**src/rtl/registrador_pkg.sv**
```systemverilog
// Shared mode codes, FSM states and helpers for the universal register.
package registrador_pkg;

    localparam logic [2:0] MODO_HOLD = 3'b000;
    localparam logic [2:0] MODO_LOAD = 3'b001;
    localparam logic [2:0] MODO_SHL  = 3'b010;
    localparam logic [2:0] MODO_SHR  = 3'b011;
    localparam logic [2:0] MODO_ROL  = 3'b100;
    localparam logic [2:0] MODO_ROR  = 3'b101;
    localparam logic [2:0] MODO_INC  = 3'b110;
    localparam logic [2:0] MODO_DEC  = 3'b111;

    typedef enum logic {
        ST_IDLE  = 1'b0,
        ST_SHIFT = 1'b1
    } estado_t;

    function automatic logic eh_deslocamento(input logic [2:0] m);
        return (m == MODO_SHL) || (m == MODO_SHR) || (m == MODO_ROL) || (m == MODO_ROR);
    endfunction

endpackage

```
**src/rtl/registrador_generico.sv**
```systemverilog
// W-bit storage register with asynchronous active-high reset and load enable.
module registrador_generico #(
    parameter int             W         = 8,
    parameter logic [W-1:0]   RESET_VAL = '0
) (
    input  logic         clock,
    input  logic         reset,
    input  logic         en,
    input  logic [W-1:0] d,
    output logic [W-1:0] q
);

    logic [W-1:0] r_q;

    always_ff @(posedge clock or posedge reset) begin
        if (reset)
            r_q <= RESET_VAL;
        else if (en)
            r_q <= d;
    end

    assign q = r_q;

endmodule

```
**src/rtl/registrador_universal.sv**
```systemverilog
// Universal W-bit register: load, multi-cycle shift/rotate, inc/dec with
// start/busy/done handshake.
module registrador_universal
    import registrador_pkg::*;
#(
    parameter int           W         = 8,
    parameter logic [W-1:0] RESET_VAL = '0
) (
    input  logic                   clock,
    input  logic                   reset,
    input  logic [W-1:0]           entrada,
    input  logic [2:0]             modo,
    input  logic                   inicio,
    input  logic [$clog2(W+1)-1:0] qtd,
    input  logic                   serial_in,
    output logic [W-1:0]           saida,
    output logic                   serial_out,
    output logic                   vai_um,
    output logic                   zero,
    output logic                   ocupado,
    output logic                   pronto
);

    localparam int CW = $clog2(W+1);

    estado_t       r_estado, w_prox_estado;
    logic [CW-1:0] r_cnt;
    logic [2:0]    r_modo;
    logic          r_pronto;
    logic          r_serial_out;
    logic          r_vai_um;

    logic [W-1:0]  w_saida;
    logic [W-1:0]  w_d;
    logic          w_en;
    logic [CW-1:0] w_n;
    logic          w_aceita;
    logic          w_inicia_desl;
    logic          w_ultimo;

    registrador_generico #(
        .W         (W),
        .RESET_VAL (RESET_VAL)
    ) u_armazenamento (
        .clock (clock),
        .reset (reset),
        .en    (w_en),
        .d     (w_d),
        .q     (w_saida)
    );

    // Amounts beyond W are clamped so a full rotate is the longest operation.
    assign w_n           = (qtd > CW'(W)) ? CW'(W) : qtd;
    assign w_aceita      = inicio && (r_estado == ST_IDLE);
    assign w_inicia_desl = w_aceita && eh_deslocamento(modo) && (w_n != '0);
    assign w_ultimo      = (r_estado == ST_SHIFT) && (r_cnt == CW'(1));

    always_ff @(posedge clock or posedge reset) begin
        if (reset)
            r_estado <= ST_IDLE;
        else
            r_estado <= w_prox_estado;
    end

    always_comb begin
        w_prox_estado = r_estado;
        case (r_estado)
            ST_IDLE:  if (w_inicia_desl) w_prox_estado = ST_SHIFT;
            ST_SHIFT: if (w_ultimo)      w_prox_estado = ST_IDLE;
            default:  w_prox_estado = ST_IDLE;
        endcase
    end

    always_comb begin
        ocupado    = (r_estado == ST_SHIFT);
        pronto     = r_pronto;
        serial_out = r_serial_out;
        vai_um     = r_vai_um;
        saida      = w_saida;
        zero       = (w_saida == '0);
    end

    always_comb begin
        w_d  = w_saida;
        w_en = 1'b0;
        if (r_estado == ST_SHIFT) begin
            w_en = 1'b1;
            case (r_modo)
                MODO_SHL: w_d = {w_saida[W-2:0], serial_in};
                MODO_SHR: w_d = {serial_in, w_saida[W-1:1]};
                MODO_ROL: w_d = {w_saida[W-2:0], w_saida[W-1]};
                MODO_ROR: w_d = {w_saida[0], w_saida[W-1:1]};
                default:  w_en = 1'b0;
            endcase
        end else if (w_aceita) begin
            case (modo)
                MODO_LOAD: begin w_d = entrada;          w_en = 1'b1; end
                MODO_INC:  begin w_d = w_saida + W'(1);  w_en = 1'b1; end
                MODO_DEC:  begin w_d = w_saida - W'(1);  w_en = 1'b1; end
                default:   w_en = 1'b0;
            endcase
        end
    end

    always_ff @(posedge clock or posedge reset) begin
        if (reset) begin
            r_cnt        <= '0;
            r_modo       <= MODO_HOLD;
            r_pronto     <= 1'b0;
            r_serial_out <= 1'b0;
            r_vai_um     <= 1'b0;
        end else begin
            r_pronto <= (w_aceita && !w_inicia_desl) || w_ultimo;
            if (w_inicia_desl) begin
                r_cnt  <= w_n;
                r_modo <= modo;
            end else if (r_estado == ST_SHIFT) begin
                r_cnt <= r_cnt - CW'(1);
            end
            if (r_estado == ST_SHIFT) begin
                if (r_modo == MODO_SHL)
                    r_serial_out <= w_saida[W-1];
                else if (r_modo == MODO_SHR)
                    r_serial_out <= w_saida[0];
            end
            if (w_aceita && (modo == MODO_INC))
                r_vai_um <= (w_saida == '1);
            else if (w_aceita && (modo == MODO_DEC))
                r_vai_um <= (w_saida == '0);
        end
    end

endmodule

```
**config.mk**
```make
export PLATFORM = sky130hd
export DESIGN_NAME = registrador_universal
export DESIGN_NICKNAME = d
export VERILOG_FILES = /design/src/rtl/registrador_pkg.sv /design/src/rtl/registrador_generico.sv /design/src/rtl/registrador_universal.sv
export SDC_FILE = /design/constraint.sdc
export NUM_CORES = 1
export LEC_CHECK = 0
export BUFFER_PORTS_ARGS = -buffer_cell sky130_fd_sc_hd__buf_2
export CAP_MARGIN = 15
export CELL_PAD_IN_SITES_DETAIL_PLACEMENT = 1
export CELL_PAD_IN_SITES_GLOBAL_PLACEMENT = 1
export CORE_MARGIN = 8
export CORE_UTILIZATION = 40
export CTS_BUF_LIST = sky130_fd_sc_hd__clkbuf_16
export CTS_CLUSTER_DIAMETER = 120
export DETAILED_ROUTE_END_ITERATION = 8
export PLACE_DENSITY_LB_ADDON = 0.1
export SLEW_MARGIN = 30
export SYNTH_ARGS = -nofsm -noshare
export SYNTH_HDL_FRONTEND = slang
export SYNTH_SLANG_ARGS = --single-unit
```
**constraint.sdc**
```tcl
create_clock -name clock -period 1.9 [get_ports clock]
set_input_delay 0.285 -clock clock [delete_from_list [all_inputs] [get_ports clock]]
set_output_delay 0.285 -clock clock [all_outputs]
set_load 0.1 [all_outputs]
```
==> results of run 1 <==
[worst min-delay path by stage]
stage                           endpoint  cells after the start
floorplan              ocupado$_DFF_PP0_                      1
global placement      vai_um$_DFFE_PP0P_                      3
detailed placement    vai_um$_DFFE_PP0P_                      3
CTS                 r_cnt[3]$_DFFE_PP0P_                      3
global route            pronto$_DFF_PP0_                      3
finish                vai_um$_DFFE_PP0P_                      3
[layout make-up]
cell class              instances  area share
multi-input cells             139       0.513
repair buffers                 45       0.142
well taps                      48      0.0310
clock buffers                   3      0.0387
inverters                       8      0.0155
clock inverters                 1     0.00194
flip-flops and latches         19       0.258
[layer usage]
| layer | track usage | vias to the layer above | part of all wire |
|---|---|---|---|
| met5 | 0 | - | 0 |
| met4 | 0.0635 | 0 | 0.018 |
| li1 | - | 729 | - |
| met1 | 0.183 | 789 | 0.44 |
| met2 | 0.308 | 28 | 0.52 |
| met3 | 0.0303 | 8 | 0.030 |
[metrics by stage]
stage	worst slack [ns]	utilization
2_1_floorplan	-0.116	-
6_report	0.0956	0.537
4_1_cts	0.0868	0.533
5_1_grt	0.000751	0.537
3_5_place_dp	0.0804	0.507
3_3_place_gp	0.168	0.507
[Yosys cell counts (all sizes together) (2+ instances only)]
master,n
nand2,14
nor3,6
nand3,6
a211oi,2
nand3b,3
nand2b,2
mux2i,7
o21ai,16
nand4,3
xor2,3
a21oi,9
o211ai,2
nor3b,2
buf,3
nor2,14
a311oi,2
xnor2,3
a22o,3
nor2b,3
mux2,5
and4,2
inv,8
ha,4
and3,6
clkbuf,8
o21a,3
dfrtp,19
o31ai,2
[worst max-delay path, stage by stage (launching register included)]
cell and delay [ns]:
sky130_fd_sc_hd__dfrtp_4 0.55, sky130_fd_sc_hd__xnor2_2 0.16, sky130_fd_sc_hd__ha_2 0.20, sky130_fd_sc_hd__nor2_2 0.14, sky130_fd_sc_hd__nand3_2 0.13, sky130_fd_sc_hd__o31ai_4 0.27, sky130_fd_sc_hd__xnor2_1 0.14, sky130_fd_sc_hd__o21ai_1 0.08
[kinds of logic (layout without fill, tap and decap cells)]
logic type | after synthesis | count (layout) | synth area share
AO/OA/AOI/OAI | 54 | 54 | 0.249
XOR/XNOR | 6 | 6 | 0.0405
adder cells (fa/ha/maj) | 4 | 4 | 0.0338
buffers and inverters | 19 | 57 | 0.0498
flip-flops | 19 | 19 | 0.321
multiplexers | 12 | 12 | 0.0852
AND/OR/NAND/NOR | 63 | 63 | 0.221
[registers in the layout, summed over array words and instances (netlist names)]
name               flops
ocupado                1
pronto                 1
r_cnt                  4
r_modo                 3
serial_out             1
u_armazenamento.q      8
vai_um                 1
[power by group]
group	switching, mW	internal [mW]
clock network	0.162	0.281
logic	1.72	0.817
registers	0.400	0.650
[repair_timing]
action	CTS	global route
endpoints found under the setup margin	1	2
resized for setup	0	2
setup buffers	3	0
endpoints found under the hold margin	0	0
pin swaps	3	0
==> results summary, run 1 <==
The run finished with clean final reports. The clock latency of the later-clocked register in the worst-skew pair is 0.25 ns. The number of hold violations in the final report is 0. The post-synthesis average cell area is 8.38 µm². The total nets after synthesis came out at 200.

The number of global-route vias before repair came out at 1640. The share of the Yosys chip area taken by registers is 0.321. Once layout is done, the placed cells without fillers occupy 0.00194 mm². Leaving out fill and tap cells, the most frequent cell in the layout is sky130_fd_sc_hd__buf_2.

STA classifies the critical path endpoint as a flop. In the routed layout, each cell is associated on average with a via count of 5.91. The antenna diode instance count came out at 0. The detailed placer's ending HPWL is 3.71 mm. The setup TNS came out at 0 ns.

The first global-routing pass estimated 8.10 mm of wire. The number of synthesized register bits came out at 19. The startpoint of the most critical setup path is u_armazenamento.q[1]$_DFFE_PP0P_. The number of buffer cells added on primary ports is 31. In the post-synthesis netlist, the biggest area contributors are sky130_fd_sc_hd__dfrtp_1, sky130_fd_sc_hd__o21ai_0, sky130_fd_sc_hd__mux2i_1. CTS built an H-tree with a depth of 1. In this run the critical register-to-register path is captured at u_armazenamento.q[6]$_DFFE_PP0P_.

Of all nets on the critical path, the largest fanout is 11. The initial antenna violation count is 0. The capturing element of the worst setup path is u_armazenamento.q[6]$_DFFE_PP0P_.

The overall via count from detail_route came out at 1554. The data arrival time of the critical path came out at 1.94 ns. The area of the die is 0.00591 mm².

The power density relative to cell area is 2080 mW/mm². The chip width came out at 76.9 µm. Across the run, the number of max-cap violations was 0.

The final clock skew came out at 0.00195 ns. The max-slew violation total from the final report came out at 0. The clock period minus worst slack is 1.80 ns. The total global routing track utilization came out at 0.167. In the routed design, unresolved DRC markers number 0. In the final layout, the share of cells above drive strength 1 is 0.344. The design draws 4.03 mW.

In this run the vertical extent of the chip is 76.9 µm. The clock passes through at most 2 buffers. The number of failing setup endpoints in the final timing report came out at 0. Setup repair after global routing left no endpoint under its margin. In the finished design, the share of the clock period the worst path needs comes to 0.950. The netlist area before placement is 0.00148 mm². The number of clock sinks is 19.

The synthesized design spends more area on one cell type than any other, namely sky130_fd_sc_hd__dfrtp_1. The register area came out at 500 µm². The tightest min-delay check is of the input port to asynchronous set/reset pin type. The cell count after synthesis came out at 177. During synthesis, Yosys emitted a total of 0 warnings.

The worst setup path is of the flop to flop kind. In the final layout, the multi-input gates occupy 993 µm². The tree is rooted in a sky130_fd_sc_hd__clkbuf_16. The number of distinct library cells after synthesis came out at 49. The maximum resistive drop on vdd came out at 1210 µV. In the layout the commonest cells are sky130_fd_sc_hd__buf_2, sky130_fd_sc_hd__o21ai_0, sky130_fd_sc_hd__buf_4, sky130_fd_sc_hd__nand2_1, sky130_fd_sc_hd__nor2_1. Once placement finished, the instance area stood at 0.00183 mm². Yosys mapped a number of flops with a built-in enable equal to 0. The first-pass iteration count of the detailed router came out at 4. Derived from the worst setup path, the maximum achievable clock frequency is 554 MHz. The final cell count without fillers is 263.

Counting tap cells, the placed design contains a total of 257 instances. The number of buffers added by the clock tree synthesis step is 3. The analysis attributes to cell leakage a power of 0.856 nW.

The layout has 452 filler cells. The hold buffer count at cts came out at 0. The initial utilization of the core area, before any placement, comes to 0.411. Summed over all layers, the global routing overflow is 0.

Final hold analysis gives a worst-case slack of 0.0440 ns. STA classifies the critical path startpoint as a flop. Entering global routing, the biggest net connects 26 pins. The count of nets after finishing is 239.

The tightest slew margin relative to the limit is 0.676. The final weighted congestion in routability-driven placement is 0.812. The cell count of the worst reg-to-reg path is 7.

The wire length per cell came out at 19.1 µm. In the synthesized netlist the dominant register cell turns out to be sky130_fd_sc_hd__dfrtp_1. The transition at the pin with the smallest max-transition slack came out at 0.489 ns. The count of antenna-violating nets left after detailed routing is 0. After synthesis, the share of flip-flops with an asynchronous set or reset is 1.00.

The growth of design area from synthesis to finish came out at 30.7%. The flop-to-flop setup slack came out at 0.1 ns. Row generation in the floorplan step produced 22 rows. The number of DRC violations after detailed-routing iteration 0 is 42. The floorplan core area came out at 0.00361 mm². The reg-to-reg critical path startpoint is u_armazenamento.q[1]$_DFFE_PP0P_.

TritonCTS built the clock tree. The share of synthesized area in the top cell type comes to 0.321. For the worst setup path, the data required time is 2.04 ns. The count of pins on the block boundary is 32.

The final wirelength is 5.02 mm. The clock-pin transition on the worst setup and hold timing paths is 0.06 ns.
Power figures use the tool's default switching activity.
==> run 2, diff against run 1 <==
RECOVER_POWER = 25   (was not set)
==> results summary, run 2 (synthesis results as in run 1) <==
The via density per instance came out at 5.92 (+0.13%). The clock period minus worst slack came to 1.80 ns (-0.0000846 ns). The first-pass iteration count of the detailed router is 4 (unchanged). The clock latency of the later-clocked register in the worst-skew pair is 0.25 ns (about the same). The cell-internal power is 1.75 mW (about the same). The detailed placer's ending HPWL is 3.71 mm (unchanged). The share of cells above drive strength 1 came out at 0.340 (-0.00465). The sequential share of power came to 0.260 (about the same).

The maximum resistive drop on vdd came out at 1210 µV (about the same). The max-slew violation total from the final report came out at 0 (unchanged). The largest fanout of any net on the critical path came out at 11 (unchanged). The final non-filler cell area is 0.00193 mm² (-0.19%).

The power density relative to cell area is 2080 mW/mm² (+0.17%). The deepest level of the CTS H-tree is 1 (unchanged). The number of buffers between clock root and the deepest sink is 2 (unchanged).

The tightest slew margin relative to the limit is 0.258 (-0.419). The post-place setup slack is 0.0804 ns (unchanged). The portion of total power attributed to combinational logic is 0.630 (about the same). The count of antenna-violating nets left after detailed routing is 0 (unchanged). The CTS tree is yes. The number of buffers added by the clock tree synthesis step is 3 (unchanged). The antenna diode instance count came to 0 (unchanged). The DRC violation count after routing is 0 (unchanged). Leaving out fill and tap cells, the most frequent cell in the layout is sky130_fd_sc_hd__buf_2. The met3 wire length came out at 153 µm (unchanged).

The top cell types in the final layout, fill and taps aside, are sky130_fd_sc_hd__buf_2, sky130_fd_sc_hd__o21ai_0, sky130_fd_sc_hd__nand2_1, sky130_fd_sc_hd__buf_4, sky130_fd_sc_hd__nor2_1. The net switching power figure came out at 2.29 mW (about the same). Relative to the synthesized area, the layout overhead comes to 30.5%. The global route total overflow is 0 (unchanged). The wire length per cell is 19.1 µm (+0.12%). The reported max-cap violation count came out at 0 (unchanged).

The number of clock sinks is 19 (unchanged). The data arrival time of the critical path is 1.94 ns (about the same). The final weighted congestion in routability-driven placement came out at 0.812 (unchanged).

The share of total power consumed by net switching is 0.567 (about the same). The number of DRC violations after detailed-routing iteration 0 is 43 (+2.4%). The overall via count from detail_route came out at 1556 (+0.13%). The uppermost layer routed is met4.

The number of rows created at floorplan came out at 22 (unchanged). The count of pins on the block boundary was 32 (unchanged). The met2 wire length is 2.60 mm (+0.42%).

The flip-flop count of the largest register after layout came out at 8 (unchanged). The post-route worst setup slack is 0.0957 ns (+0.0000846 ns). The number of buffer cells added on primary ports was 31 (unchanged). The final-layout worst hold slack came out at 0.283 ns (+0.239 ns). The final wirelength was 5.03 mm (+0.12%). The share of the cycle needed by the critical path after routing came to 0.950 (about the same).

The total global routing track utilization is 0.167 (unchanged). The count of nets after finishing is 239 (unchanged). The floorplan core area came out at 0.00361 mm² (unchanged). The total cell area at the placement stage came out at 0.00183 mm² (unchanged).

The routed length on met1 came out at 2.18 mm (-0.23%). The maximum clock rate is 554 MHz (about the same). The initial antenna violation count is 0 (unchanged).

The maximum number of pins on one net before global-route repair came to 26 (unchanged). The critical path launch point type is a flop. The chip width came out at 76.9 µm (unchanged).

The type of the setup path with the least slack is flop to flop. The tree is rooted in a sky130_fd_sc_hd__clkbuf_16. The wire length of the first global-routing pass came to 8.10 mm (unchanged). The reported leakage power was 0.852 nW (-0.42%).

The clock-pin transition on the worst setup and hold timing paths came to 0.06 ns (about the same). The number of failing setup endpoints in the final timing report came out at 0 (unchanged). Setup repair after global routing left no endpoint under its margin. The area of the die came out at 0.00591 mm² (unchanged). The run finished with clean final reports. The share of the core filled with cells is 0.536 (-0.00104).

The final cell count without fillers was 263 (unchanged). The clock share of power came out at 0.110 (about the same). The data required time of the critical path came out at 2.04 ns (about the same). The die outline height came out at 76.9 µm (unchanged). The min-delay analysis places its worst path in the category input port to flop. The effective utilization at floorplan is 0.411 (unchanged). The power after layout came out at 4.03 mW (about the same). STA classifies the critical path endpoint as a flop. The setup TNS was 0 ns (unchanged). The transition at the pin with the smallest max-transition slack is 1.11 ns (+0.624 ns). The hold buffer count at cts is 0 (unchanged). The number of global-route vias before repair was 1640 (unchanged).

The number of hold violations in the final report is 0 (unchanged). The final clock skew came out at 0.00202 ns (+0.0000709 ns). The instance count after placement with tap cells included came out at 257 (unchanged).
-- run 2: cell types whose count changed in the layout (fill, tap and decap cells not counted) --
cell	before	now
sky130_fd_sc_hd__buf_4	14	13
sky130_fd_sc_hd__clkbuf_1	0	1
-- run 2: worst max-delay path, cell delays in order (launching register included) --
cell and delay (ns):
sky130_fd_sc_hd__dfrtp_4 0.55, sky130_fd_sc_hd__xnor2_2 0.16, sky130_fd_sc_hd__ha_2 0.20, sky130_fd_sc_hd__nor2_2 0.14, sky130_fd_sc_hd__nand3_2 0.13, sky130_fd_sc_hd__o31ai_4 0.27, sky130_fd_sc_hd__xnor2_1 0.14, sky130_fd_sc_hd__o21ai_1 0.08
-- run 2: cell type report --
type,count,area [µm²]
clock buffers,3,75.1
inverters,8,30.0
clock inverters,1,3.75
fillers,452,1670
repair buffers,45,272
flip-flops and latches,19,500
multi-input cells,139,993
well taps,48,60.1
-- run 2: worst paths after layout --
kind | from | to | slack [ns] | cells after the start
max reg2reg | u_armazenamento.q[1]$_DFFE_PP0P_ | u_armazenamento.q[6]$_DFFE_PP0P_ | 0.1 | 7
max | u_armazenamento.q[1]$_DFFE_PP0P_ | u_armazenamento.q[6]$_DFFE_PP0P_ | 0.1 | 7
min reg2reg | serial_out$_DFFE_PP0P_ | serial_out$_DFFE_PP0P_ | 0.51 | 2
max in group asynchronous | reset | u_armazenamento.q[2]$_DFFE_PP0P_ | 0.73 | 3
min | entrada[6] | u_armazenamento.q[6]$_DFFE_PP0P_ | 0.28 | 3
min in group asynchronous | reset | serial_out$_DFFE_PP0P_ | 0.37 | 3
-- run 2: routing by layer --
layer	track usage	up-vias
li1	-	729
met3	0.0303	8
met2	0.308	28
met4	0.0635	0
met1	0.183	791
met5	0	-
-- run 2: what timing repair did --
item	in CTS	in global routing
buffers inserted	3	0
gates resized for setup	0	2
endpoints found under the setup margin	1	2
endpoints found under the hold margin	0	0
pin swaps	3	0
-- run 2: power groups by stage --
stage               Combinational, mW  Clock, mW  Sequential, mW
global placement                 2.48          0           0.999
global route                     2.70      0.461            1.09
finish                           2.54      0.443            1.05
detailed placement               2.53          0            1.02
floorplan                        1.32          0            1.66
CTS                              2.53      0.452            1.04
